**src/rtl/pipelined_adder_pkg.sv**
```systemverilog
// Shared definitions for the pipelined adder: default geometry and the
// per-stage register record carried down the pipeline.
package pipelined_adder_pkg;

   // Default operand width and pipeline depth for the top level.
   localparam int PA_DEFAULT_WIDTH  = 32;
   localparam int PA_DEFAULT_STAGES = 4;

   // Widest operand the stage record can carry; WIDTH must not exceed it.
   localparam int PA_MAX_WIDTH      = 64;

   // One pipeline stage: valid flag, carry out of the chunk just added,
   // partial sum (chunks 0..k filled in), and the full effective operands
   // so that later stages can pick up their own chunks.
   typedef struct packed {
      logic                    valid;
      logic                    carry;
      logic [PA_MAX_WIDTH-1:0] sum;
      logic [PA_MAX_WIDTH-1:0] op_a;
      logic [PA_MAX_WIDTH-1:0] op_b;
   } pa_stage_t;

endpackage

```
**src/rtl/pipelined_adder_chunk.sv**
```systemverilog
// CHUNK-bit combinational ripple-carry adder slice used once per pipeline
// stage of pipelined_adder.
module adder_chunk #(
   parameter int CHUNK = 8
) (
   input  logic [CHUNK-1:0] a,
   input  logic [CHUNK-1:0] b,
   input  logic             cy_in,
   output logic [CHUNK-1:0] sum,
   output logic             cy_out
);

   // Ripple the carry bit by bit through the slice.
   always_comb begin
      logic carry;
      carry = cy_in;
      sum   = '0;
      for (int unsigned i = 0; i < CHUNK; i++) begin
         sum[i] = a[i] ^ b[i] ^ carry;
         carry  = (a[i] & b[i]) | (carry & (a[i] ^ b[i]));
      end
      cy_out = carry;
   end

endmodule

```
**src/rtl/pipelined_adder.sv**
```systemverilog
// Pipelined add/subtract unit with valid/ready handshakes on both sides.
// Stage k adds operand chunk k using the registered carry of stage k-1;
// results leave in acceptance order, STAGES cycles after acceptance.
// Optional signed-overflow output: define PIPELINED_ADDER_OVF_EN.
// WIDTH must be a multiple of STAGES and no larger than PA_MAX_WIDTH.
module pipelined_adder
   import pipelined_adder_pkg::*;
#(
   parameter int WIDTH  = PA_DEFAULT_WIDTH,
   parameter int STAGES = PA_DEFAULT_STAGES
) (
   input  logic             clk,
   input  logic             rst_n,
   input  logic             in_valid,
   output logic             in_ready,
   input  logic [WIDTH-1:0] a,
   input  logic [WIDTH-1:0] b,
   input  logic             cy_in,
   input  logic             sub,
   output logic             out_valid,
   input  logic             out_ready,
   output logic [WIDTH-1:0] sum,
   output logic             cy_out,
   output logic             ovf
);

   localparam int CHUNK = WIDTH / STAGES;
   localparam int LAST  = STAGES - 1;

   pa_stage_t stage_q [STAGES];
   pa_stage_t stage_d [STAGES];

   logic [STAGES-1:0]            valid_v;
   logic [STAGES-1:0]            load_ok;
   logic [STAGES-1:0][CHUNK-1:0] ca;
   logic [STAGES-1:0][CHUNK-1:0] cb;
   logic [STAGES-1:0][CHUNK-1:0] cs;
   logic [STAGES-1:0]            ci;
   logic [STAGES-1:0]            co;

   logic             rdy_q;
   logic             in_fire;
   logic [WIDTH-1:0] b_eff;
   logic             cy_eff;

   // Subtraction is A + ~B + 1; carry-in is ignored in that mode.
   assign b_eff  = sub ? ~b : b;
   assign cy_eff = sub | cy_in;

   // Gather stage valid bits into one vector for the ready computation.
   always_comb begin
      valid_v = '0;
      for (int unsigned k = 0; k < STAGES; k++) begin
         valid_v[k] = stage_q[k].valid;
      end
   end

   // Chunk adders and per-stage load enables.
   // A stage may load when some stage at or after it is empty, or the
   // output is draining: the recursive "empty or advancing" rule unrolled,
   // so no enable depends on another enable bit.
   for (genvar k = 0; k < STAGES; k++) begin : g_stage
      if (k == 0) begin : g_head
         assign ca[k] = a[CHUNK-1:0];
         assign cb[k] = b_eff[CHUNK-1:0];
         assign ci[k] = cy_eff;
      end else begin : g_body
         assign ca[k] = stage_q[k-1].op_a[k*CHUNK +: CHUNK];
         assign cb[k] = stage_q[k-1].op_b[k*CHUNK +: CHUNK];
         assign ci[k] = stage_q[k-1].carry;
      end

      adder_chunk #(
         .CHUNK (CHUNK)
      ) u_chunk (
         .a      (ca[k]),
         .b      (cb[k]),
         .cy_in  (ci[k]),
         .sum    (cs[k]),
         .cy_out (co[k])
      );

      assign load_ok[k] = out_ready | ~(&valid_v[STAGES-1:k]);
   end

   // No beat is taken until the first clock edge after reset release.
   assign in_ready = rdy_q & load_ok[0];
   assign in_fire  = in_valid & in_ready;

   // Next contents of each stage: the upstream record with this stage's
   // chunk sum and carry merged in.
   always_comb begin
      stage_d[0]                  = '0;
      stage_d[0].valid            = in_fire;
      stage_d[0].carry            = co[0];
      stage_d[0].sum[CHUNK-1:0]   = cs[0];
      stage_d[0].op_a[WIDTH-1:0]  = a;
      stage_d[0].op_b[WIDTH-1:0]  = b_eff;
      for (int unsigned k = 1; k < STAGES; k++) begin
         stage_d[k]                         = stage_q[k-1];
         stage_d[k].carry                   = co[k];
         stage_d[k].sum[k*CHUNK +: CHUNK]   = cs[k];
      end
   end

   // Stage registers: a bubble only clears the valid bit so the last
   // result's data stays put on the outputs.
   always_ff @(posedge clk or negedge rst_n) begin
      if (!rst_n) begin
         rdy_q <= 1'b0;
         for (int unsigned k = 0; k < STAGES; k++) begin
            stage_q[k] <= '0;
         end
      end else begin
         rdy_q <= 1'b1;
         for (int unsigned k = 0; k < STAGES; k++) begin
            if (load_ok[k]) begin
               if (stage_d[k].valid) begin
                  stage_q[k] <= stage_d[k];
               end else begin
                  stage_q[k].valid <= 1'b0;
               end
            end
         end
      end
   end

   assign out_valid = stage_q[LAST].valid;
   assign sum       = stage_q[LAST].sum[WIDTH-1:0];
   assign cy_out    = stage_q[LAST].carry;

`ifdef PIPELINED_ADDER_OVF_EN
   logic ovf_d;
   logic ovf_q;

   // Carry-into-MSB XOR carry-out-of-MSB, expressed through operand and
   // result sign bits so the chunk adder needs no extra tap.
   always_comb begin
      ovf_d = (stage_d[LAST].op_a[WIDTH-1] ~^ stage_d[LAST].op_b[WIDTH-1]) &
              (stage_d[LAST].sum[WIDTH-1] ^ stage_d[LAST].op_a[WIDTH-1]);
   end

   // Overflow flag travels with the result into the last stage.
   always_ff @(posedge clk or negedge rst_n) begin
      if (!rst_n) begin
         ovf_q <= 1'b0;
      end else if (load_ok[LAST] && stage_d[LAST].valid) begin
         ovf_q <= ovf_d;
      end
   end

   assign ovf = ovf_q;
`else
   assign ovf = 1'b0;
`endif

endmodule

```
**config.mk**
```make
export PLATFORM = sky130hd
export DESIGN_NAME = pipelined_adder
export DESIGN_NICKNAME = d
export VERILOG_FILES = /design/src/rtl/pipelined_adder_pkg.sv /design/src/rtl/pipelined_adder_chunk.sv /design/src/rtl/pipelined_adder.sv
export SDC_FILE = /design/constraint.sdc
export NUM_CORES = 1
export LEC_CHECK = 0
export ABC_AREA = 1
export CAP_MARGIN = 20
export CORE_MARGIN = 8
export CORE_UTILIZATION = 40
export CTS_CLUSTER_DIAMETER = 120
export CTS_CLUSTER_SIZE = 30
export DETAILED_ROUTE_END_ITERATION = 6
export GPL_TIMING_DRIVEN = 0
export PLACE_DENSITY = 0.61
export SLEW_MARGIN = 10
export SYNTH_ARGS = -nofsm -noshare
export SYNTH_HDL_FRONTEND = slang
export SYNTH_SLANG_ARGS = --single-unit
```
**constraint.sdc**
```tcl
create_clock -name clk -period 4.5 [get_ports clk]
set_input_delay 0.45 -clock clk [delete_from_list [all_inputs] [get_ports clk]]
set_output_delay 0.45 -clock clk [all_outputs]
set_load 0.05 [all_outputs]
```
Yosys cells after proc, flatten, opt, wreduce, memory -nomap -nowiden
Cells that the tools add are included.
Storage, ports and cells
  register bits: 281
  input bits: 70
  output and inout bits: 36
Operators by class
  muxes and demuxes: 5
  bitwise logic cells: 172
  reduce and logical (&&, ||, !) cells: 7
Operators with widths (number)
  bitwise AND 1 bit: 66
  bitwise XOR 1 bit: 64
  bitwise OR 1 bit: 37
  two-way mux 32 bit: 1
  NOT 32 bit: 1
  AND reduction 2 bit: 5
  two-way mux 1 bit: 4
  NOT 1 bit: 4
  AND reduction 4 bit: 1
  AND reduction 3 bit: 1

Longest topological paths before layout
  depth in word-level cells: 19
  mapped depth: 16
  depth with buffers taken out: 14

Cells and area by module
Synthesis repeated with hierarchy kept, for this count alone.
Second synthesis, totals
  cells, all modules: 967
  area, all modules: 8535.7 µm²
By module, submodules not included
  pipelined_adder: instances 1, cells an instance 895, area an instance 7744.9 µm², sequential area each 4629.4 µm²
  adder_chunk: instances 4, cells an instance 18, area an instance 197.7 µm², sequential area each 0.0 µm²

Least setup slack after synthesis
Ideal clock, no wire load.
  path kind: in2reg
  from: input sub
  to: register stage_q (netlist bit stage_d[523])
  setup time: 117 ps
  arrival time: 4308 ps
  setup slack: 74 ps
  stages on the path: 16
  path buffers: 2
  cell sequence: clkbuf_1 -> buf_2 -> nor2_1 -> fa_1 -> inv_1 -> fa_1 -> inv_1 -> fa_1 -> fa_1 -> fa_1 -> fa_1 -> fa_1 -> inv_1 -> fa_1 -> nand4_1 -> nand2_1
RTL lines
  start: declaration: RTL line pipelined_adder.sv:19  | input logic sub,
  end signal: indexed assignment: RTL line pipelined_adder.sv:119  | stage_q[k] <= stage_d[k];
  end: declaration: RTL line pipelined_adder.sv:30  | pa_stage_t stage_q [STAGES];

==> results.json <==
{
  "drc": 0,
  "worst_path_most_repeated_cell": "fa_1",
  "crit_type": "input port to register",
  "die_w_um": 161,
  "synthMuxAreaShare_pct": 0,
  "cp_slowest_stage_delay_ns": 0.43,
  "fin_crit_sh_pct": 94.2,
  "routabilityCongestion": 0.811,
  "syn_inst": 948,
  "cts_buffers": 17,
  "final_cell_mix": "nand2_1 (359), dfrtp_1 (185), clkdlybuf4s50_1 (102)",
  "grt_pass1_wl_mm": 32.7,
  "core_area_um2": 20900,
  "worstRegToRegCells": 12,
  "rows": 53,
  "worstSetupStartpointType": "input port",
  "start_util_pct": 40.4,
  "cts_tree": "built",
  "grt_antenna_before_repair": 0,
  "path_buf_inv": 5,
  "areaGrowthSynthToFinish_pct": 23.7,
  "fillers": 2064,
  "clock-sinks": 185,
  "pwr-share-comb_pct": 29.1,
  "cts_setup_buffers": 0,
  "power_leakage_nw": 5.38,
  "place_area_um2": 9840,
  "maxCapViolations": 0,
  "p_seq_share_pct": 43.0,
  "synth_top_family_by_area": "simple AND/OR/NAND/NOR gates",
  "dp_hpwl_mm": 15.0,
  "ys_warn_count": 0,
  "dr.pass1.iters": 5,
  "design_area_um2": 10400,
  "viasPerCell": 4.65,
  "clockBufferDepth": 2,
  "hp-class": "input port to async pin",
  "setup_viol": 0,
  "fin_worst_skew_ns": 0.00616,
  "cp_max_fo": 10,
  "p_int_mw": 3.46,
  "ys_seq_area_share_pct": 54.9,
  "yosys.area_share.simple_pct": 25.7,
  "worst_pin_slew_ns": 0.653,
  "diodes": 0,
  "synth.distinct_cells": 21,
  "crit_cells": 16,
  "synth_adder_area_share_pct": 7.59,
  "cts_root_buf": "clkbuf_16",
  "slew_headroom_pct": 56.5,
  "worstPathArrival_ns": 4.56,
  "syn-num-nets": 1050,
  "synth-xor-area-share_pct": 0.831,
  "drv_slew": 0,
  "multi_input_area_um2": 3180,
  "synth_compound_area_share_pct": 3.47,
  "cts_max_level": 4,
  "track_usage_pct": 15.6,
  "cp-end-kind": "register",
  "grt_pass1_vias": 6441,
  "register_area_um2": 4630,
  "switchingPower_mw": 1.87,
  "status": "finished, violations left",
  "critPathSlowestCell": "fa_1",
  "port_buffers": 103,
  "fin_setup_tns_ns": 0,
  "initialDrtViolationCount": 346,
  "overflow": 0,
  "cp_cell_sequence": "clkbuf_1 -> buf_4 -> nor2_1 -> fa_1 -> inv_1 -> fa_1 -> inv_1 -> fa_1 -> fa_1 -> fa_1 -> fa_1 -> fa_1 -> inv_1 -> fa_1 -> nand4_1 -> nand2_1",
  "final_common_cell": "nand2_1",
  "cp.required_ns": 4.82,
  "netlist_area_um2": 8440,
  "power-per-cell-area_nw_per_um2": 511,
  "vdd_drop_max_v": 0.000242,
  "max_freq_mhz": 236,
  "routed_wirelength_mm": 19.6,
  "netSwitchingFraction_pct": 35.1,
  "drive_above_1_share_pct": 6.83,
  "grt_max_degree": 103,
  "synth.avg_cell_area_um2": 8.90,
  "ant_nets": 0,
  "violations": "hold timing",
  "clockPowerShare_pct": 27.8,
  "dr_total_vias": 6322,
  "ys_seq_elements": 185,
  "finalHoldViolations": 8,
  "hold_ws_ns": -0.0175,
  "fin_crit_ns": 4.24,
  "die_area_um2": 26000,
  "io_pins": 106,
  "fp.dieH_um": 161,
  "avgRoutedWirePerCell_um": 14.4,
  "clk_latency_ns": 0.43,
  "crit_family": "adder cells",
  "grt_setup_unrepaired": "false",
  "fin_nets": 1173,
  "path_clk_slew_ns": 0.07
}
==> power groups by stage <==
| stage | combinational (mW) | sequential (mW) | clock [mW] |
|---|---|---|---|
| final | 1.55 | 2.30 | 1.48 |
| after global routing | 1.73 | 2.35 | 1.58 |
| after detailed placement | 1.57 | 2.33 | 0 |
| after floorplan | 0.570 | 2.72 | 0 |
| after CTS | 1.58 | 2.30 | 1.51 |
| after global placement | 1.55 | 2.32 | 0 |
==> flip-flops by register name (all words and copies together) (netlist names) <==
name and cells:
stage_d 99, sum 32, ca 24, cb 24, ci 3, cy_out 1, out_valid 1, rdy_q 1
==> final cells by class <==
| type | count | share of cell area (%) |
|---|---|---|
| multi-input combinational | 614 | 30.5 |
| sequential | 185 | 44.4 |
| clock buffer | 18 | 4.21 |
| inverter | 85 | 3.06 |
| timing repair buffer | 104 | 10.2 |
| tap | 275 | 3.30 |
| buffer | 64 | 2.99 |
| clock inverter | 14 | 1.44 |
==> repair_timing <==
item | CTS | global route
hold buffers | 0 | 0
endpoints found under the hold margin | 0 | 0
setup endpoints to repair | 0 | 1
gates resized for setup | 0 | 2
==> metrics by stage <==
step	total power [mW]	cells	setup WS (ns)	utilization, %
final	5.33	1359	0.260	50.0
after global placement	3.87	1326	-4.73	47.0
after CTS	5.39	1359	0.0932	49.9
after floorplan	3.29	948	0.0744	-
after global routing	5.66	1359	0.00661	50.0
after detailed placement	3.90	1327	-0.359	47.1
==> cell families after synthesis <==
group,Yosys count
buffers and inverters,149
adders and majority gates,32
xor gates and xnor gates,8
DFF,185
AOI/OAI and AO/OA,58
other,2
and+or+nand+nor,514
==> path summary, 6_finish.rpt <==
| path | startpoint | end | slack, ns |
|---|---|---|---|
| setup / recovery | sub | stage_d[523]$_DFFE_PN0P_ | 0.26 |
| setup reg to reg | ca[8]$_DFFE_PN0P_ | stage_d[337]$_DFFE_PN0P_ | 0.66 |
| hold reg to reg | sum[26]$_DFFE_PN0P_ | sum[26]$_DFFE_PN0P_ | 0.47 |
| min in group clk | sum[26]$_DFFE_PN0P_ | sum[26]$_DFFE_PN0P_ | 0.47 |
| hold / removal | rst_n | cb[10]$_DFFE_PN0P_ | -0.02 |
| max in group asynchronous | rst_n | stage_d[331]$_DFFE_PN0P_ | 3.57 |
==> cells in the mapped netlist <==
master | number | area share (%)
nand2_1 | 359 | 16
dfrtp_1 | 185 | 55
inv_1 | 85 | 3.8
nand3_1 | 67 | 4.0
nand4_1 | 57 | 4.2
fa_1 | 32 | 7.6
o21ai_0 | 31 | 1.8
buf_2 | 29 | 1.7
nor2_1 | 28 | 1.2
a21oi_1 | 26 | 1.5
clkbuf_1 | 21 | 0.93
buf_1 | 6 | 0.27
xnor2_1 | 6 | 0.62
buf_4 | 4 | 0.36
buf_6 | 2 | 0.27
clkbuf_2 | 2 | 0.12
conb_1 | 2 | 0.089
nand2_2 | 2 | 0.15
xor2_1 | 2 | 0.21
a21boi_0 | 1 | 0.089
nand3_2 | 1 | 0.12
==> per-layer routing <==
| layer | track usage (%) | routed length (µm) |
|---|---|---|
| met1 | 21.1 | 9540 |
| met5 | 0 | 0 |
| met2 | 24.7 | 9050 |
| met4 | 5.51 | 291 |
| met3 | 3.23 | 734 |
Power figures use the tool's default switching activity.
